## config.mk

```make
export PLATFORM = sky130hd
export DESIGN_NAME = fetch_unit
export DESIGN_NICKNAME = d
export VERILOG_FILES = /design/src/rtl/fetch_unit.sv
export SDC_FILE = /design/constraint.sdc
export NUM_CORES = 1
export LEC_CHECK = 0
export CAP_MARGIN = 0
export CORE_MARGIN = 3
export CORE_UTILIZATION = 45
export CTS_BUF_LIST = sky130_fd_sc_hd__clkbuf_16
export DETAILED_ROUTE_END_ITERATION = 7
export HOLD_SLACK_MARGIN = 0.02
export PLACE_DENSITY_LB_ADDON = 0.3
export SLEW_MARGIN = 20
export SYNTH_ARGS = -nofsm -noshare
export SYNTH_HDL_FRONTEND = slang
export SYNTH_SLANG_ARGS = --single-unit
```

## constraint.sdc

```tcl
create_clock -name clk -period 18.5 [get_ports clk]
set_input_delay 1.85 -clock clk [delete_from_list [all_inputs] [get_ports clk]]
set_output_delay 1.85 -clock clk [all_outputs]
set_load 0.1 [all_outputs]
```

## src/rtl/fetch_unit.sv

```systemverilog
// Instruction-fetch stage: owns the PC, issues word fetches over a valid/ready
// channel, buffers in-order responses and flushes everything on a redirect.
module fetch_unit #(
  parameter logic [31:0] RESET_PC = 32'h0000_0000,
  parameter int unsigned FB_DEPTH = 4
) (
  input  logic        clk,
  input  logic        rst,
  input  logic        NextPCSrc,
  input  logic [31:0] ALURes,
  output logic        imem_req_valid,
  input  logic        imem_req_ready,
  output logic [31:0] imem_addr,
  input  logic        imem_resp_valid,
  input  logic [31:0] imem_resp_data,
  output logic        if_valid,
  input  logic        if_ready,
  output logic [31:0] if_inst,
  output logic [31:0] if_pc,
  output logic [31:0] if_pc4
);

  localparam int unsigned AW = $clog2(FB_DEPTH);
  localparam int unsigned CW = AW + 1;
  localparam int unsigned OW = CW + 2;

  typedef logic [AW-1:0] ptr_t;
  typedef logic [CW-1:0] cnt_t;

  logic [31:0] pc_q, pc_d;
  cnt_t        out_cnt_q, out_cnt_d;
  cnt_t        disc_cnt_q, disc_cnt_d;
  cnt_t        fifo_cnt_q, fifo_cnt_d;
  ptr_t        fifo_wr_q, fifo_wr_d, fifo_rd_q, fifo_rd_d;
  ptr_t        ifl_wr_q, ifl_wr_d, ifl_rd_q, ifl_rd_d;

  logic [31:0] fifo_inst_q [FB_DEPTH];
  logic [31:0] fifo_pc_q   [FB_DEPTH];
  logic [31:0] ifl_pc_q    [FB_DEPTH];

  logic [OW-1:0] occ, occ_after_pop;
  logic          pop, accept, resp, resp_drop, resp_keep, resp_live;

  assign if_valid = (fifo_cnt_q != '0) & ~NextPCSrc & ~rst;
  assign pop      = if_valid & if_ready;

  // Discarded fetches still hold credit until their responses drain.
  assign occ            = OW'(out_cnt_q) + OW'(disc_cnt_q) + OW'(fifo_cnt_q);
  assign occ_after_pop  = occ - OW'(pop);
  assign imem_req_valid = ~rst & ~NextPCSrc & (occ_after_pop < OW'(FB_DEPTH));
  assign accept         = imem_req_valid & imem_req_ready;
  assign imem_addr      = rst ? RESET_PC : pc_q;

  assign resp      = imem_resp_valid & ~rst;
  assign resp_drop = resp & (disc_cnt_q != '0);
  assign resp_keep = resp & (disc_cnt_q == '0) & (out_cnt_q != '0);
  assign resp_live = resp_drop | resp_keep;

  assign if_inst = fifo_inst_q[fifo_rd_q];
  assign if_pc   = fifo_pc_q[fifo_rd_q];
  assign if_pc4  = if_pc + 32'd4;

  always_comb begin
    // NOTE: every next-state value gets its hold default first so no path
    // through the branches below can leave one unassigned and infer a latch.
    pc_d       = pc_q;
    out_cnt_d  = out_cnt_q;
    disc_cnt_d = disc_cnt_q;
    fifo_cnt_d = fifo_cnt_q;
    fifo_wr_d  = fifo_wr_q;
    fifo_rd_d  = fifo_rd_q;
    ifl_wr_d   = ifl_wr_q;
    ifl_rd_d   = ifl_rd_q;

    if (NextPCSrc) begin
      pc_d       = ALURes & 32'hFFFF_FFFE;
      disc_cnt_d = disc_cnt_q + out_cnt_q - cnt_t'(resp_live);
      out_cnt_d  = '0;
      fifo_cnt_d = '0;
      fifo_wr_d  = '0;
      fifo_rd_d  = '0;
      ifl_wr_d   = '0;
      ifl_rd_d   = '0;
    end else begin
      if (accept) pc_d = pc_q + 32'd4;
      out_cnt_d  = out_cnt_q + cnt_t'(accept) - cnt_t'(resp_keep);
      disc_cnt_d = disc_cnt_q - cnt_t'(resp_drop);
      fifo_cnt_d = fifo_cnt_q + cnt_t'(resp_keep) - cnt_t'(pop);
      fifo_wr_d  = fifo_wr_q + ptr_t'(resp_keep);
      fifo_rd_d  = fifo_rd_q + ptr_t'(pop);
      ifl_wr_d   = ifl_wr_q + ptr_t'(accept);
      ifl_rd_d   = ifl_rd_q + ptr_t'(resp_keep);
    end
  end

  // NOTE: state registers use non-blocking assignments so every flop samples
  // the pre-edge values regardless of process evaluation order.
  always_ff @(posedge clk) begin
    if (rst) begin
      pc_q       <= RESET_PC;
      out_cnt_q  <= '0;
      disc_cnt_q <= '0;
      fifo_cnt_q <= '0;
      fifo_wr_q  <= '0;
      fifo_rd_q  <= '0;
      ifl_wr_q   <= '0;
      ifl_rd_q   <= '0;
    end else begin
      pc_q       <= pc_d;
      out_cnt_q  <= out_cnt_d;
      disc_cnt_q <= disc_cnt_d;
      fifo_cnt_q <= fifo_cnt_d;
      fifo_wr_q  <= fifo_wr_d;
      fifo_rd_q  <= fifo_rd_d;
      ifl_wr_q   <= ifl_wr_d;
      ifl_rd_q   <= ifl_rd_d;
    end
  end

  // NOTE: storage arrays carry no reset; the counters gate every read, so the
  // array contents are never observed before being written.
  always_ff @(posedge clk) begin
    if (accept) ifl_pc_q[ifl_wr_q] <= pc_q;
    if (resp_keep) begin
      fifo_inst_q[fifo_wr_q] <= imem_resp_data;
      fifo_pc_q[fifo_wr_q]   <= ifl_pc_q[ifl_rd_q];
    end
  end

endmodule

```

---- Yosys cells after proc, flatten, opt, wreduce, memory -nomap -nowiden ----
Memory sizes are Yosys's and may differ from the RTL's. A register that Yosys moved wholly into a read port is not among the register bits.
Index checks and enable logic that the tools add are counted.
storage, ports and cells
  register bits after elaboration ......... 49
  memory bits (writable) .................. 384
  input bits .............................. 70
  output and inout port bits .............. 130
  logic and storage cells ................. 59
  memories kept ........................... 3
operators by class
  add/sub/neg operators ................... 16
  magnitude comparators ................... 1
  muxes and demuxes ....................... 11
  bitwise logic cells ..................... 13
  reductions and logical operators ........ 6
memories
  memory       words  width  read ports  clocked after Yosys merged registers in  wr ports  RTL line  RTL
  fifo_inst_q  4      32     1           1                                        1         37        logic [31:0] fifo_inst_q [FB_DEPTH];
  fifo_pc_q    4      32     1           1                                        1         38        logic [31:0] fifo_pc_q [FB_DEPTH];
  ifl_pc_q     4      32     1           1                                        1         39        logic [31:0] ifl_pc_q [FB_DEPTH];
operators with widths
  cell                                                                          number
  32-bit two-way mux                                                            3
  32-bit by 3-bit adder with 32-bit output, second input constant               2
  3-bit by 1-bit subtractor with 3-bit output                                   4
  1-bit AND                                                                     10
  3-bit nonzero test                                                            3
  2-bit by 1-bit adder with 2-bit output                                        4
  3-bit by 1-bit adder with 3-bit output                                        2
  2-bit two-way mux                                                             3
  4-bit by 3-bit adder with 5-bit output                                        1
  5-bit by 3-bit less-than comparator with 1-bit output, second input constant  1
  5-bit by 1-bit subtractor with 5-bit output                                   1
  3-bit by 3-bit adder with 4-bit output                                        1
  1-bit two-way mux                                                             4
  3-bit adder                                                                   1
  3-bit logical NOT                                                             1
  3-bit two-way mux                                                             1
  1-bit inverter                                                                2
  2-bit nonzero test                                                            1
  2-bit OR reduction                                                            1
  1-bit bitwise OR                                                              1

---- Logic depth before layout (Yosys ltp) ----
Gate-level depths: netlist of run 1.
  word-level depth ........................ 10
  gate-level depth with buffers ........... 22
  mapped depth without buffers ............ 20

---- Worst setup path after synthesis of run 1 ----
Ideal clock, no wire load.
  kind .................................... input to output
  from .................................... input port rst
  to ...................................... output port imem_req_valid
  arrival ................................. 7935 ps
  data required time ...................... 16650 ps
  slack ................................... 8715 ps
  stages .................................. 10
  path buffers ............................ 0
  cell sequence ........................... or2_1 > nor2_1 > nand2_1 > nand2_1 > nand2_1 > ha_1 > a21oi_1 > nor2b_1 > fa_1 > nor4_1
between the ends
  word-level cells in the longest chain between the ends .. 6
  elaborated cells between the ends (all ways) .. 7
  classes of those cells .................. add/sub: 1; order compare: 1; bitwise: 5
ends and longest elaborated chain
  what                                                   RTL line  RTL
  from (decl)                                            8         input logic rst,
  1-bit inverter                                         44        assign if_valid = (fifo_cnt_q != '0) & ~NextPCSrc & ~rst;
  1-bit AND                                              44
  net if_valid                                           16        output logic if_valid,
  1-bit AND                                              45        assign pop = if_valid & if_ready;
  5-bit by 1-bit subtractor with 5-bit output            49        assign occ_after_pop = occ - OW'(pop);
  5-bit by 3-bit less-than comparator with 1-bit output  50        assign imem_req_valid = ~rst & ~NextPCSrc & (occ_after_pop < OW'(FB_DEPTH));
  1-bit AND                                              50
  to (decl)                                              11        output logic imem_req_valid,
The timed path passes the listed nets, and every way through them passes these cells.

---- Worst setup path after layout of run 1 ----
  from .................................... input port NextPCSrc
  to ...................................... output port imem_req_valid
between the ends
  word-level cells in the longest chain between the ends .. 7
  elaborated cells between the ends (all ways) .. 8
  classes of those cells .................. add/sub: 1; order compare: 1; bitwise: 6
ends and longest elaborated chain
  what                                                   RTL line  RTL
  from (decl)                                            9         input logic NextPCSrc,
  1-bit inverter (*)                                     44, 50
  1-bit AND (2 in series)                                44
  1-bit AND                                              45
  5-bit by 1-bit subtractor with 5-bit output            49
  5-bit by 3-bit less-than comparator with 1-bit output  50
  1-bit AND (*)                                          50
Every way passes the cells marked *; elsewhere a longest branch is shown, timed or not.

==> results of run 1 <==
-- state kept, by name, indices dropped and copies added (netlist names) --
signal and cells:
disc_cnt_q 3, fifo_cnt_q 3, fifo_inst_q 128, fifo_pc_q 124, fifo_rd_q 2, fifo_wr_q 2, ifl_pc_q 124, ifl_rd_q 2
ifl_wr_q 2, out_cnt_q 3, pc_q 31
-- where the power goes --
part	total [mW]	switching [mW]	internal (mW)
sequential	1.06	0.0125	1.05
clock	0.833	0.347	0.487
combinational	0.0999	0.0620	0.0378
total	1.99	0.421	1.57
-- kinds of logic (layout without fill, tap and decap cells) --
group           Yosys count  count (layout)
flops                   424             424
compound gates           72              72
mux                     105             105
other cells               1               3
buf+inv                  73             315
fa+ha+maj                24              24
xor+xnor                 42              42
simple gates            228             228
-- worst reg2reg max path, stage by stage, from the launching register on --
cell     delay (ps)
dfxtp_1         450
nor3_1           90
nor2_1          230
nand2_1         190
nand2_1         100
nand2_1          50
ha_1            270
a21oi_1         210
nor2b_1          90
fa_1            380
xor2_1          170
nor4_1          330
mux2i_2         130
buf_4           260
ha_1            310
inv_1            60
ha_1            130
inv_1            50
fa_1            390
xnor2_1         190
xnor2_1         130
nor2_1           60
-- worst max path at each step --
stage               slack (ps)       from  cells past startpoint        endpoint
finish                   10470  NextPCSrc                     13  imem_req_valid
global route             10070  NextPCSrc                     13  imem_req_valid
CTS                      10420  NextPCSrc                     13  imem_req_valid
detailed placement       10420  NextPCSrc                     13  imem_req_valid
global placement         10470  NextPCSrc                     13  imem_req_valid
floorplan                 8710        rst                     10  imem_req_valid
-- layer usage --
| layer | up-vias | part of all wire [%] | track usage [%] |
|---|---|---|---|
| met5 | - | 0 | 0 |
| met4 | 0 | 1.5 | 3.66 |
| met3 | 45 | 6.0 | 3.59 |
| met2 | 293 | 48 | 28.7 |
| met1 | 4793 | 45 | 25.5 |
| li1 | 4306 | - | - |
-- cell type report --
class,instances,area (µm²)
fillers,2935,16600
flip-flops and latches,424,12300
multi-input cells,474,4780
repair buffers,211,2070
clock buffers,44,1100
well taps,511,639
clock inverters,33,265
inverters,27,101
-- through the flow --
step | setup WS, ps | hold slack, ps | cells | instance area, µm²
final | 10470 | 569 | 1724 | 21200
after detailed placement | 10420 | 559 | 1647 | 19900
after global routing | 10070 | 593 | 1724 | 21200
after global placement | 10470 | 553 | 1647 | 19900
after floorplan | 8710 | 473 | 971 | 17300
after CTS | 10420 | 574 | 1724 | 21200
-- cells in the final DEF, fill, tap and decap left out, types with 9 or more instances in the layout --
cell type | synthesis | layout
a31oi_1 | 17 | 17
inv_1 | 25 | 36
ha_1 | 18 | 18
and2_1 | 9 | 9
nand3_1 | 24 | 24
nand2_1 | 40 | 40
nor2_1 | 38 | 34
o311ai_0 | 9 | 9
clkbuf_16 | 0 | 44
xor2_1 | 22 | 22
clkinv_1 | 1 | 9
buf_4 | 6 | 16
nor2b_1 | 28 | 28
nor3_1 | 18 | 17
a21oi_1 | 10 | 10
clkdlybuf4s50_1 | 0 | 194
or3_1 | 9 | 9
nand4_1 | 16 | 16
edfxtp_1 | 376 | 376
dfxtp_1 | 48 | 44
mux4_2 | 93 | 93
xnor2_1 | 20 | 20
==> metrics, run 1 <==
Critical Path Source Type input pin; hold path cells 0; post-layout min period 8030 ps; Die Ht 202 µm; Yosys warnings 0; Syn-to-layout area delta 22.4%; CTS clk-pin slew, worst paths 60 ps; Routed Antenna Nets 0; cts repair resizes 0; r2r setup slk 14090 ps; HPWL after DPL 22.0 mm; Synth Area in Compound Gates 3.02%; final worst path period share 43.4%; first-pass GRT wire length 56.8 mm; Worst Skew 16.8 ps; Post-Synth Simple-Gate Area 7.30%; Final Util 56.1%; layout cell share with drive strength beyond 1 16.1%; Worst R2R End out_cnt_q[2]; Inserted Diodes 0; CTS H-tree lvls 2; Synth Register Bits 424; Seq/Total Area, Yosys 70.7%; wire per inst 20.8 µm; leading area contributor after synthesis edfxtp_1; largest net degree at the start of global routing 69; Mapped Area 0.0173 mm²; Post-Synth XOR/XNOR Area 2.12%; Setup TNS 0 ps; critical path type input pin to primary output; CTS tree built; EDFF count, synth 376; adder-cell share of the synthesized area 1.99%; number of global-route vias before repair 9792; CP peak stage delay 1180 ps; RSZ-0062 raised after global routing false; GRT Util Overall 17.8%; Crit path top cell by count nand2_1; largest fanout on the critical path 43; DR vias/cell 5.47; Net count, final 1275; reg-to-reg critical path startpoint fifo_cnt_q[1]; MaxCap Viol Count 0; die area 0.0409 mm²; Synth area leaders edfxtp_1 (65%), mux4_2 (12%), dfxtp_1 (5.5%), ha_1 (1.3%), xor2_1 (1.1%); mux contribution to synthesized area 12.9%; floorplan row count 71; # hold bufs at CTS 0; Starting DRT DRC Count 619; Final Power 1.99 mW; # port buffers 195; top cells by count, synth edfxtp_1 (376), mux4_2 (93), dfxtp_1 (48), nand2_1 (40), nor2_1 (38); largest family of logic cells by synthesized area multiplexers; core footprint 0.0378 mm²; Least-Margin Pin Slew 1030 ps; Critical Path, Cell by Cell clkdlybuf4s50_1 -> buf_4 -> or2_1 -> nor2_1 -> nand2_1 -> nand2_1 -> nand2_1 -> ha_1 -> a21oi_1 -> nor2b_1 -> fa_1 -> nor4_1 -> clkdlybuf4s50_1; Rel. slew slack 31.1%; Syn Area/Cell 17.9 µm²; clock sink count 424; post-synth top area share 65.1%; ys flop type edfxtp_1; status complete, no violations; final WL 35.9 mm; I/O Pins 200; LEAKAGE 6.78 nW; Worst-Skew Late Latency 550 ps; Crit path buffers/inverters 3; DRC 0; antenna violations before repair 0; DR vias 9437; Clock Path Buffers 3; FMAX 0.125 GHz; setup violators final 0; Final GP Congestion 0.804; Clock Tree Root clkbuf_16; Final Max Slew Viols 0; Hold Crit Endpoint ifl_pc_q[2][1]; final hold violation count 0; family with the most delay on the worst path buffers and inverters; FF-to-FF path depth 21; Cell variety after synth 58; CP arrival 6180 ps; Initial Util 45.8%; Synth async-reset ratio 0%; total global routing overflow 0; count leader, synth edfxtp_1; Worst Path Required 16650 ps; Peak VDD IR 0.0568 mV; Post-Synthesis Cells 969; total CTS buffers 43; die width 202 µm; slowest cell on the critical path clkdlybuf4s50_1; beginning of the worst hold path pc_q[1]; Power Dens Cells 93.9 mW/mm²; CP endpoint kind primary output; Worst Hold Class flip-flop to flip-flop; post-CTS setup buffer count 0; drt pass-1 iters 5
(Power assumes the default switching activity.)
==> inputs of run 2 (changes only) <==
Clock period 18.5 ns to 7.1 ns, I/O delays scaled along.
==> run 2 against run 1 <==
Effect of this change:
- die area unchanged
- worst hold slack worse by 2.0 ps
- power grew to 2.6 times the previous value
- combinational power grew to 2.7 times the previous value
- count of clock-buffer cells in the layout is 1 higher
- clock power increased to 2.6 times the previous value
- critical path type is now input pin to flip-flop
==> metrics, run 2 (synthesis results as in run 1) <==
fin cells 1730 (+0.35%); slowest cell on the critical path or2_1; Inserted Diodes 0 (unchanged); # hold bufs at CTS 0 (unchanged); area of the multi-input gates 0.00480 mm² (+0.24%); Rel. slew slack 31.1% (about the same); sw frac 21.5% (+0.37 points); HPWL after DPL 22.8 mm (+3.5%); drt pass-1 iters 5 (unchanged); largest net degree at the start of global routing 68 (-1.4%); die area 0.0409 mm² (unchanged); layout cell share with drive strength beyond 1 16.2% (+0.17 points); first-pass GRT wire length 56.9 mm (+0.14%); CP arrival 5660 ps (-520 ps); Net count, final 1278 (+0.24%); DR vias 9488 (+0.54%); DR vias/cell 5.48 (+0.19%); post-layout min period 5260 ps; GRT Util Overall 17.6% (-0.16 points); Worst Skew 20.0 ps (+3.14 ps); Syn-to-layout area delta 22.5%; I/O Pins 200 (unchanged); commonest cells after routing, fill and taps aside edfxtp_1 (376), clkdlybuf4s50_1 (193), mux4_2 (93); top flop regs fifo_inst_q x128, fifo_pc_q x124, ifl_pc_q x124; final WL 35.8 mm (-0.29%); Die Ht 202 µm (unchanged); wire per inst 20.7 µm (-0.64%); CTS tree built; FMAX 0.190 GHz; total global routing overflow 0 (unchanged); CTS clk-pin slew, worst paths 60 ps (about the same); Peak VDD IR 0.163 mV (+190%); fillcell total 2935 (unchanged); antenna violations before repair 0 (unchanged); commonest non-fill, non-tap cell in the layout edfxtp_1; Seq. cell area 0.0123 mm² (unchanged); CP peak stage delay 490 ps (-690 ps); total CTS buffers 44 (+2.3%); die width 202 µm (unchanged); Final GP Congestion 0.805 (about the same); # port buffers 195 (unchanged); Clk pwr share 41.5% (-0.3 points); Worst Path Required 7510 ps (-9140 ps); final hold violation count 0 (unchanged); core footprint 0.0378 mm² (unchanged); floorplan row count 71 (unchanged); Psw 1.11 mW (+160%); Cells after DPL 1649 (+0.12%); Least-Margin Pin Slew 1030 ps (-2.97 ps); Setup TNS 0 ps (unchanged); Reg power frac 53.4% (+0.2 points); status complete, no violations; Clock Tree Root clkbuf_16; max reg flops 128 (unchanged); clock sink count 424 (unchanged); LEAKAGE 6.80 nW (+0.32%); Clock Path Buffers 3 (unchanged); combinational power share 5.1% (about the same); setup violators final 0 (unchanged); Power Dens Cells 243 mW/mm² (+160%); RSZ-0062 raised after global routing false; Critical Path, Cell by Cell clkdlybuf4s50_1 -> buf_4 -> or2_1 -> nor2_1 -> nand2_1 -> nand2_1 -> nand2_1 -> ha_1 -> a21oi_1 -> nor2b_1 -> fa_1 -> xor2_1 -> nor4_1 -> mux2i_2 -> buf_4 -> ha_1 -> inv_1 -> ha_1 -> inv_1 -> fa_1 -> xnor2_1 -> xnor2_1 -> nor2_1; P_int 4.06 mW (+160%); cts repair resizes 0 (unchanged); Crit path buffers/inverters 5 (+2); Routed Antenna Nets 0 (unchanged); CTS H-tree lvls 2 (unchanged); Worst-Skew Late Latency 550 ps (about the same); post-CTS setup buffer count 0 (unchanged); largest fanout on the critical path 43 (unchanged); Worst Hold Class flip-flop to flip-flop; CP endpoint kind flip-flop; family with the most delay on the worst path adder cells; critical path type input pin to flip-flop; MaxCap Viol Count 0 (unchanged); Most flops, register fifo_inst_q; Final Max Slew Viols 0 (unchanged); number of global-route vias before repair 9764 (-0.29%); DRC 0 (unchanged); Starting DRT DRC Count 602 (-2.7%); Initial Util 45.8% (unchanged); final worst path period share 74.1%; Critical Path Source Type input pin
-- run 2: changes by cell type in the layout (fill, tap and decap cells not counted), moves of 2 or more --
cell / change
clkinvlp_4: +2
inv_16: +2
buf_4: +3
bufinv_16: -2
inv_1: +5
-- run 2: through the flow --
step | instance area [µm²] | power, mW | util [%] | worst slack (ps) | hold slack (ps)
5_1_grt | 21200 | 5.35 | 56.1 | 1280 | 582
4_1_cts | 21200 | 5.22 | 56.1 | 1750 | 556
3_3_place_gp | 19900 | 3.07 | 52.5 | 1360 | 550
3_5_place_dp | 19900 | 3.07 | 52.5 | 1290 | 564
6_report | 21200 | 5.17 | 56.1 | 1840 | 567
2_1_floorplan | 17400 | 2.97 | - | 272 | 473
-- run 2: worst paths after layout --
| kind | from | slack (ps) | cells after the start | end |
|---|---|---|---|---|
| worst max-delay path | NextPCSrc | 1840 | 23 | out_cnt_q[2] |
| worst min-delay path | pc_q[23] | 570 | 0 | ifl_pc_q[1][23] |
| worst max register to register | fifo_cnt_q[1] | 2730 | 21 | out_cnt_q[2] |
| worst min register to register | pc_q[23] | 570 | 0 | ifl_pc_q[1][23] |
-- run 2: cell type report --
| cell class | instances | share of cell area, % |
|---|---|---|
| Timing Repair Buffer | 213 | 9.79 |
| Tap cell | 511 | 3.01 |
| Sequential cell | 424 | 57.7 |
| Multi-Input combinational cell | 474 | 22.6 |
| Clock buffer | 45 | 5.30 |
| Inverter | 27 | 0.477 |
| Clock inverter | 36 | 1.15 |
-- run 2: layer usage --
layer | vias to the layer above | wire length, µm | GRT usage (%)
met5 | - | 0 | 0
met4 | 0 | 586 | 4.33
met3 | 37 | 2150 | 3.09
met2 | 315 | 17300 | 28.0
met1 | 4817 | 15800 | 25.7
li1 | 4319 | - | -
-- run 2: worst reg2reg max path: stages, from the launching register on --
cell     delay [ps]
dfxtp_1         450
nor3_1           90
nor2_1          210
nand2_1         180
nand2_1         100
nand2_1          60
ha_1            270
a21oi_1         180
nor2b_1          80
fa_1            380
xor2_1          270
nor4_1          100
mux2i_2         190
buf_4           380
ha_1            310
inv_1            60
ha_1            130
inv_1            50
fa_1            370
xnor2_1         190
xnor2_1         140
nor2_1           50
-- run 2: power by group through the flow --
stage | Combinational (mW) | Clock (mW) | Sequential (mW)
global route | 0.285 | 2.31 | 2.76
detailed placement | 0.264 | 0 | 2.81
global placement | 0.260 | 0 | 2.81
finish | 0.265 | 2.14 | 2.76
floorplan | 0.175 | 0 | 2.80
CTS | 0.266 | 2.20 | 2.76
==> RTL change 1 (config.mk and constraints of run 1) <==
`FB_DEPTH`: 4 -> 16.
--- a/src/rtl/fetch_unit.sv
+++ b/src/rtl/fetch_unit.sv
@@ -3,5 +3,5 @@
 module fetch_unit #(
   parameter logic [31:0] RESET_PC = 32'h0000_0000,
-  parameter int unsigned FB_DEPTH = 4
+  parameter int unsigned FB_DEPTH = 16
 ) (
   input  logic        clk,
Check against the original RTL: no difference found for any inputs over 4 cycles, from zero or initial values and one cycle with rst high; that may be too few to reach the edited logic, so the function may still have changed.
==> RTL change 1 against run 1 <==
Sequential cell count is 1142 higher; worst hold slack better by 0.0070 ns; critical path depth is 3 lower; worst setup slack worse by 0.66 ns; first-iteration DRC count grew to 4.5 times the old value; synthesized area grew to 3.5 times the old value; final area grew to 3.3 times the old value; die area grew to 3.4 times the old value; register-to-register slack worse by 2.5 ns; cell count grew to 2.9 times the old value; power grew to 3.6 times the old value; routed wire length grew to 3.8 times the old value; synthesized cell count grew to 2.9 times the old value; largest cell class unchanged; largest power group unchanged.
==> RTL change 1: results (changes against run 1) <==
| Metric | Value |
|---|---|
| Status | finished, final reports clean |
| Clk slew on worst S/H paths | 0.06 ns (about the same) |
| Biggest regs | fifo_inst_q x512, fifo_pc_q x496, ifl_pc_q x496 |
| Hold Startpoint | disc_cnt_q[2]$_SDFF_PP0_ |
| Flop-to-flop setup slack | 11.58 ns (-2.51 ns) |
| Sequential area share after synthesis | 75.58% (+4.9 points) |
| Critical path endpoint | if_pc4[31] |
| Reg2reg end | ifl_pc_q[14][12]$_DFFE_PP_ |
| WL met3 | 8766 um (+300%) |
| R2R depth | 18 (-14%) |
| Final GP Congestion | 0.7622 (-5.2%) |
| Initial DRC count | 2799 (+350%) |
| Final wirelength | 137600 um (+280%) |
| Worst-Margin Slew | 1.143 ns (+0.1101 ns) |
| First-pass detailed-route iteration total | 7 (+2) |
| Hold Crit Endpoint | disc_cnt_q[2]$_SDFF_PP0_ |
| Via density | 5.927 (+8.3%) |
| Nets | 3174 (+150%) |
| Max FO, Critical Path | 66 (+53%) |
| P_int | 0.005712 W (+260%) |
| Hold slack | 0.5759 ns (+0.007026 ns) |
| FILL cells | 10170 (+250%) |
| Combinational share of power | 3.1% (-1.9 points) |
| Top cells by area, synth | edfxtp_1, mux4_2, dfxtp_1 |
| Post-synth EDFFs | 1504 (+300%) |
| Netlist cell types | 65 (+12%) |
| Critical Path AT | 6.84 ns (+0.66 ns) |
| Largest net degree at the start of global routing | 104 (+51%) |
| Met2 WL | 69060 um (+300%) |
| Total track usage | 19.70% (+1.9 points) |
| Clock group | 0.00305 W (+270%) |
| Clk Latency, worst-skew pair | 0.78 ns (+0.23 ns) |
| Place WS | 9.444 ns (-0.9774 ns) |
| First-pass GRT wire length | 203800 um (+260%) |
| P_leak | 21.76 nW (+220%) |
| Post-DP HPWL | 73910 um (+240%) |
| Post-synth top cells | edfxtp_1, mux4_2, clkbuf_1, nor2_1, dfxtp_1 |
| Share of cells above drive strength 1 | 23.62% (+7.5 points) |
| Clk_skew | 0.02909 ns (+0.01226 ns) |
| Hold path depth | 2 (+2) |
| Peak VDD IR | 64.49 uV (+13%) |
| F_max | 115.1 MHz (-7.6%) |
| Worst r2r src | fifo_cnt_q[2]$_SDFF_PP0_ |
| Crit path from | fifo_rd_q[1]$_SDFF_PP0_ |
| M1 WL | 56730 um (+250%) |
[RTL change 1: cell count changes after synthesis, moves of 15 or more]
| cell | delta |
|---|---|
| nand3_1 | +26 |
| a22oi_1 | +24 |
| ha_1 | +22 |
| mux4_1 | +31 |
| mux4_2 | +318 |
| a32oi_1 | +15 |
| inv_1 | +22 |
| nor2_1 | +33 |
| buf_1 | +26 |
| clkbuf_1 | +51 |
| edfxtp_1 | +1128 |
[RTL change 1: layer usage]
layer	vias to the layer above	track usage, %
met1	15750	27.10
met4	0	5.599
met3	205	3.296
met5	-	0
li1	12290	-
met2	1101	32.78
[RTL change 1: through the flow]
step	cells	instance area, sq um	total power [W]
floorplan	2777	61400	0.004137
global placement	4667	65630	0.004219
detailed placement	4667	65630	0.004233
CTS	4946	70620	0.007270
global route	4947	70660	0.007435
finish	4951	70670	0.007206
[RTL change 1: logic make-up after synthesis]
logic type,share of synthesized area (%)
adder cells (fa/ha/maj),1.043
other,0.006108
AND/OR/NAND/NOR,2.688
flip-flops,75.58
buffers and inverters,1.510
AO/OA/AOI/OAI,1.614
XOR/XNOR,0.6848
multiplexers,16.87
[RTL change 1: critical path, stage by stage, from the launching register on]
cell,delay (ns)
dfxtp_4,0.88
buf_4,0.76
buf_4,0.84
mux4_2,0.37
mux2_2,0.18
nand3_1,0.13
a21oi_1,0.58
nand4_4,0.40
nor3_1,0.43
xor2_1,0.21
clkdlybuf4s50_1,1.15
[RTL change 1: area by class of cell]
type	count	area share, %
clock inverter	124	1.574
multi-input combinational	1018	20.25
sequential	1566	65.69
tap	1768	3.130
timing repair buffer	268	3.587
clock buffer	155	5.489
inverter	48	0.2567
antenna	4	0.01416
==> RTL change 2 (settings of run 1) <==
Without the edit above. Reset style: asynchronous (`rst`), changed in one clocked block.
--- a/src/rtl/fetch_unit.sv
+++ b/src/rtl/fetch_unit.sv
@@ -96,5 +96,5 @@
   // NOTE: state registers use non-blocking assignments so every flop samples
   // the pre-edge values regardless of process evaluation order.
-  always_ff @(posedge clk) begin
+  always_ff @(posedge clk or posedge rst) begin
     if (rst) begin
       pc_q       <= RESET_PC;
Check against the original RTL: differs if rst is asserted again (counterexample within 4 cycles, from zero or initial values and one cycle with rst high); with rst held inactive, the same outputs for 4 cycles.
==> RTL change 2 against run 1 <==
Non-clock buffer count decreased by 1; worst setup slack improved by 0.25 ns; final area rose by 1.8%; critical path depth did not move; via count fell by 0.75%; sequential share of layout area is 0.098 points higher; core utilization shrank 0.44 points; sequential cell count unchanged; synthesized cell count fell by 0.83%; routed wire length rose by 0.65%; fmax is 3.3% higher; synthesized area rose by 2.4%; highest routed layer unchanged.
Power is not compared: it rests on default switching activity, and its combinational part moved more than twofold at a synthesized area within 25%.
==> RTL change 2: results (changes against run 1) <==
| Metric | Value |
|---|---|
| Status | finished, final reports clean |
| Warnings from Yosys | 0 (unchanged) |
| Crit path largest cell delay | 1.16 ns (-0.02 ns) |
| Rel. slew slack | 30.67% (-0.45 points) |
| Nets | 1268 (-0.55%) |
| Max FO, Critical Path | 34 (-21%) |
| IO buf count | 195 (unchanged) |
| Placed Area | 20230 sq um (+1.9%) |
| Netlist cell types | 61 (+5.2%) |
| Post-DP HPWL | 22470 um (+2.1%) |
| Switching share of power | 24.48% |
| Post-synth EDFFs | 376 (unchanged) |
| Initial DRC count | 656 (+6.0%) |
| Sequential area share after synthesis | 70.38% (-0.28 points) |
| Hold buffers post-CTS | 0 (unchanged) |
| Critical path's slowest cell | clkdlybuf4s50_1 |
| Top cells by area, synth | edfxtp_1, mux4_2, dfrtp_1 |
| Post-synth top cells | edfxtp_1, mux4_2, dfrtp_1 |
| Total CTS buffers | 44 (+2.3%) |
| Clk slew on worst S/H paths | 0.06 ns (about the same) |
| Clk_skew | 0.02001 ns (+0.003179 ns) |
| FILL cells | 2973 (+1.3%) |
| H-tree depth | 2 (unchanged) |
| Largest net degree at the start of global routing | 64 (-7.2%) |
| First-pass detailed-route iteration total | 7 (+2) |
| Critical Path AT | 5.92 ns (-0.26 ns) |
| First-pass GRT wire length | 56810 um (about the same) |
| P_leak | 7.110 nW |
| Share of cells above drive strength 1 | 15.56% (-0.52 points) |
| Post-cts resize count | 0 (unchanged) |
| Via density | 5.445 (-0.52%) |
| CTS Buffer Depth | 3 (unchanged) |
| Antenna violations before repair | 0 (unchanged) |
| Async SR Flop Fraction | 11.32% (+11 points) |
| Number of global-route vias before repair | 9734 (-0.59%) |
| Final wirelength | 36180 um (+0.65%) |
| Final GP Congestion | 0.7754 (-3.6%) |
| Total track usage | 17.38% (-0.39 points) |
| Biggest regs | fifo_inst_q x128, fifo_pc_q x124, ifl_pc_q x124 |
-- RTL change 2: metrics by stage --
stage	utilization (%)	hold slack, ns	cells	worst slack (ns)
4_1_cts	55.62	0.5935	1720	10.68
3_5_place_dp	52.09	0.5880	1645	10.73
3_3_place_gp	52.09	0.5731	1645	10.71
6_report	55.62	0.5947	1720	10.73
2_1_floorplan	-	0.4854	963	8.476
5_1_grt	55.62	0.6466	1720	10.38
-- RTL change 2: final cells by class --
class                           instances  area share, %
Clock inverter                         31          1.251
Sequential cell                       424          57.88
Tap cell                              518          3.001
Timing Repair Buffer                  210          9.536
Clock buffer                           44          5.098
Multi-Input combinational cell        459          22.65
Inverter                               34         0.5909
-- RTL change 2: routing by layer --
layer	vias to the layer above	global-route usage [%]	share of wire, %
li1	4257	-	-
met1	4732	26.18	46
met2	334	26.94	46
met3	43	2.749	6.4
met4	0	4.104	1.8
met5	-	0	0
-- RTL change 2: critical path: cells and delay by family --
kind	cells	cell delay, ns
AND/OR/NAND/NOR	6	1.15
adder cells (fa/ha/maj)	2	0.92
buffers and inverters	5	1.99
-- RTL change 2: cells by family after synthesis --
kind of cell               synth area share [%]
DFF                                       70.38
and+or+nand+nor                           7.416
muxes                                     13.90
xor gates and xnor gates                  2.023
buffers and inverters                     2.263
other                                   0.02113
AOI/OAI and AO/OA                         1.974
adders and majority gates                 2.016
-- RTL change 2: power groups by stage --
stage / sequential (W) / clock (W) / combinational (W)
final: 0.00111 / 0.000836 / 0.000249
after global routing: 0.00111 / 0.000895 / 0.000271
after CTS: 0.00111 / 0.000856 / 0.000252
after detailed placement: 0.00113 / 0 / 0.000250
after global placement: 0.00112 / 0 / 0.000247
after floorplan: 0.00111 / 0 / 0.000190
-- RTL change 2: path summary, 6_finish.rpt --
check	from	slack, ns	depth (start not counted)	to
setup / recovery	rst	10.73	13	imem_req_valid
hold / removal	pc_q[30]$_DFFE_PP0N_	0.59	0	ifl_pc_q[3][30]$_DFFE_PP_
setup reg to reg	fifo_cnt_q[1]$_DFF_PP0_	13.38	15	ifl_pc_q[3][17]$_DFFE_PP_
hold reg to reg	pc_q[30]$_DFFE_PP0N_	0.59	0	ifl_pc_q[3][30]$_DFFE_PP_
max in group asynchronous	rst	15.92	4	fifo_rd_q[0]$_DFF_PP0_
min in group asynchronous	rst	2.09	4	fifo_cnt_q[0]$_DFF_PP0_
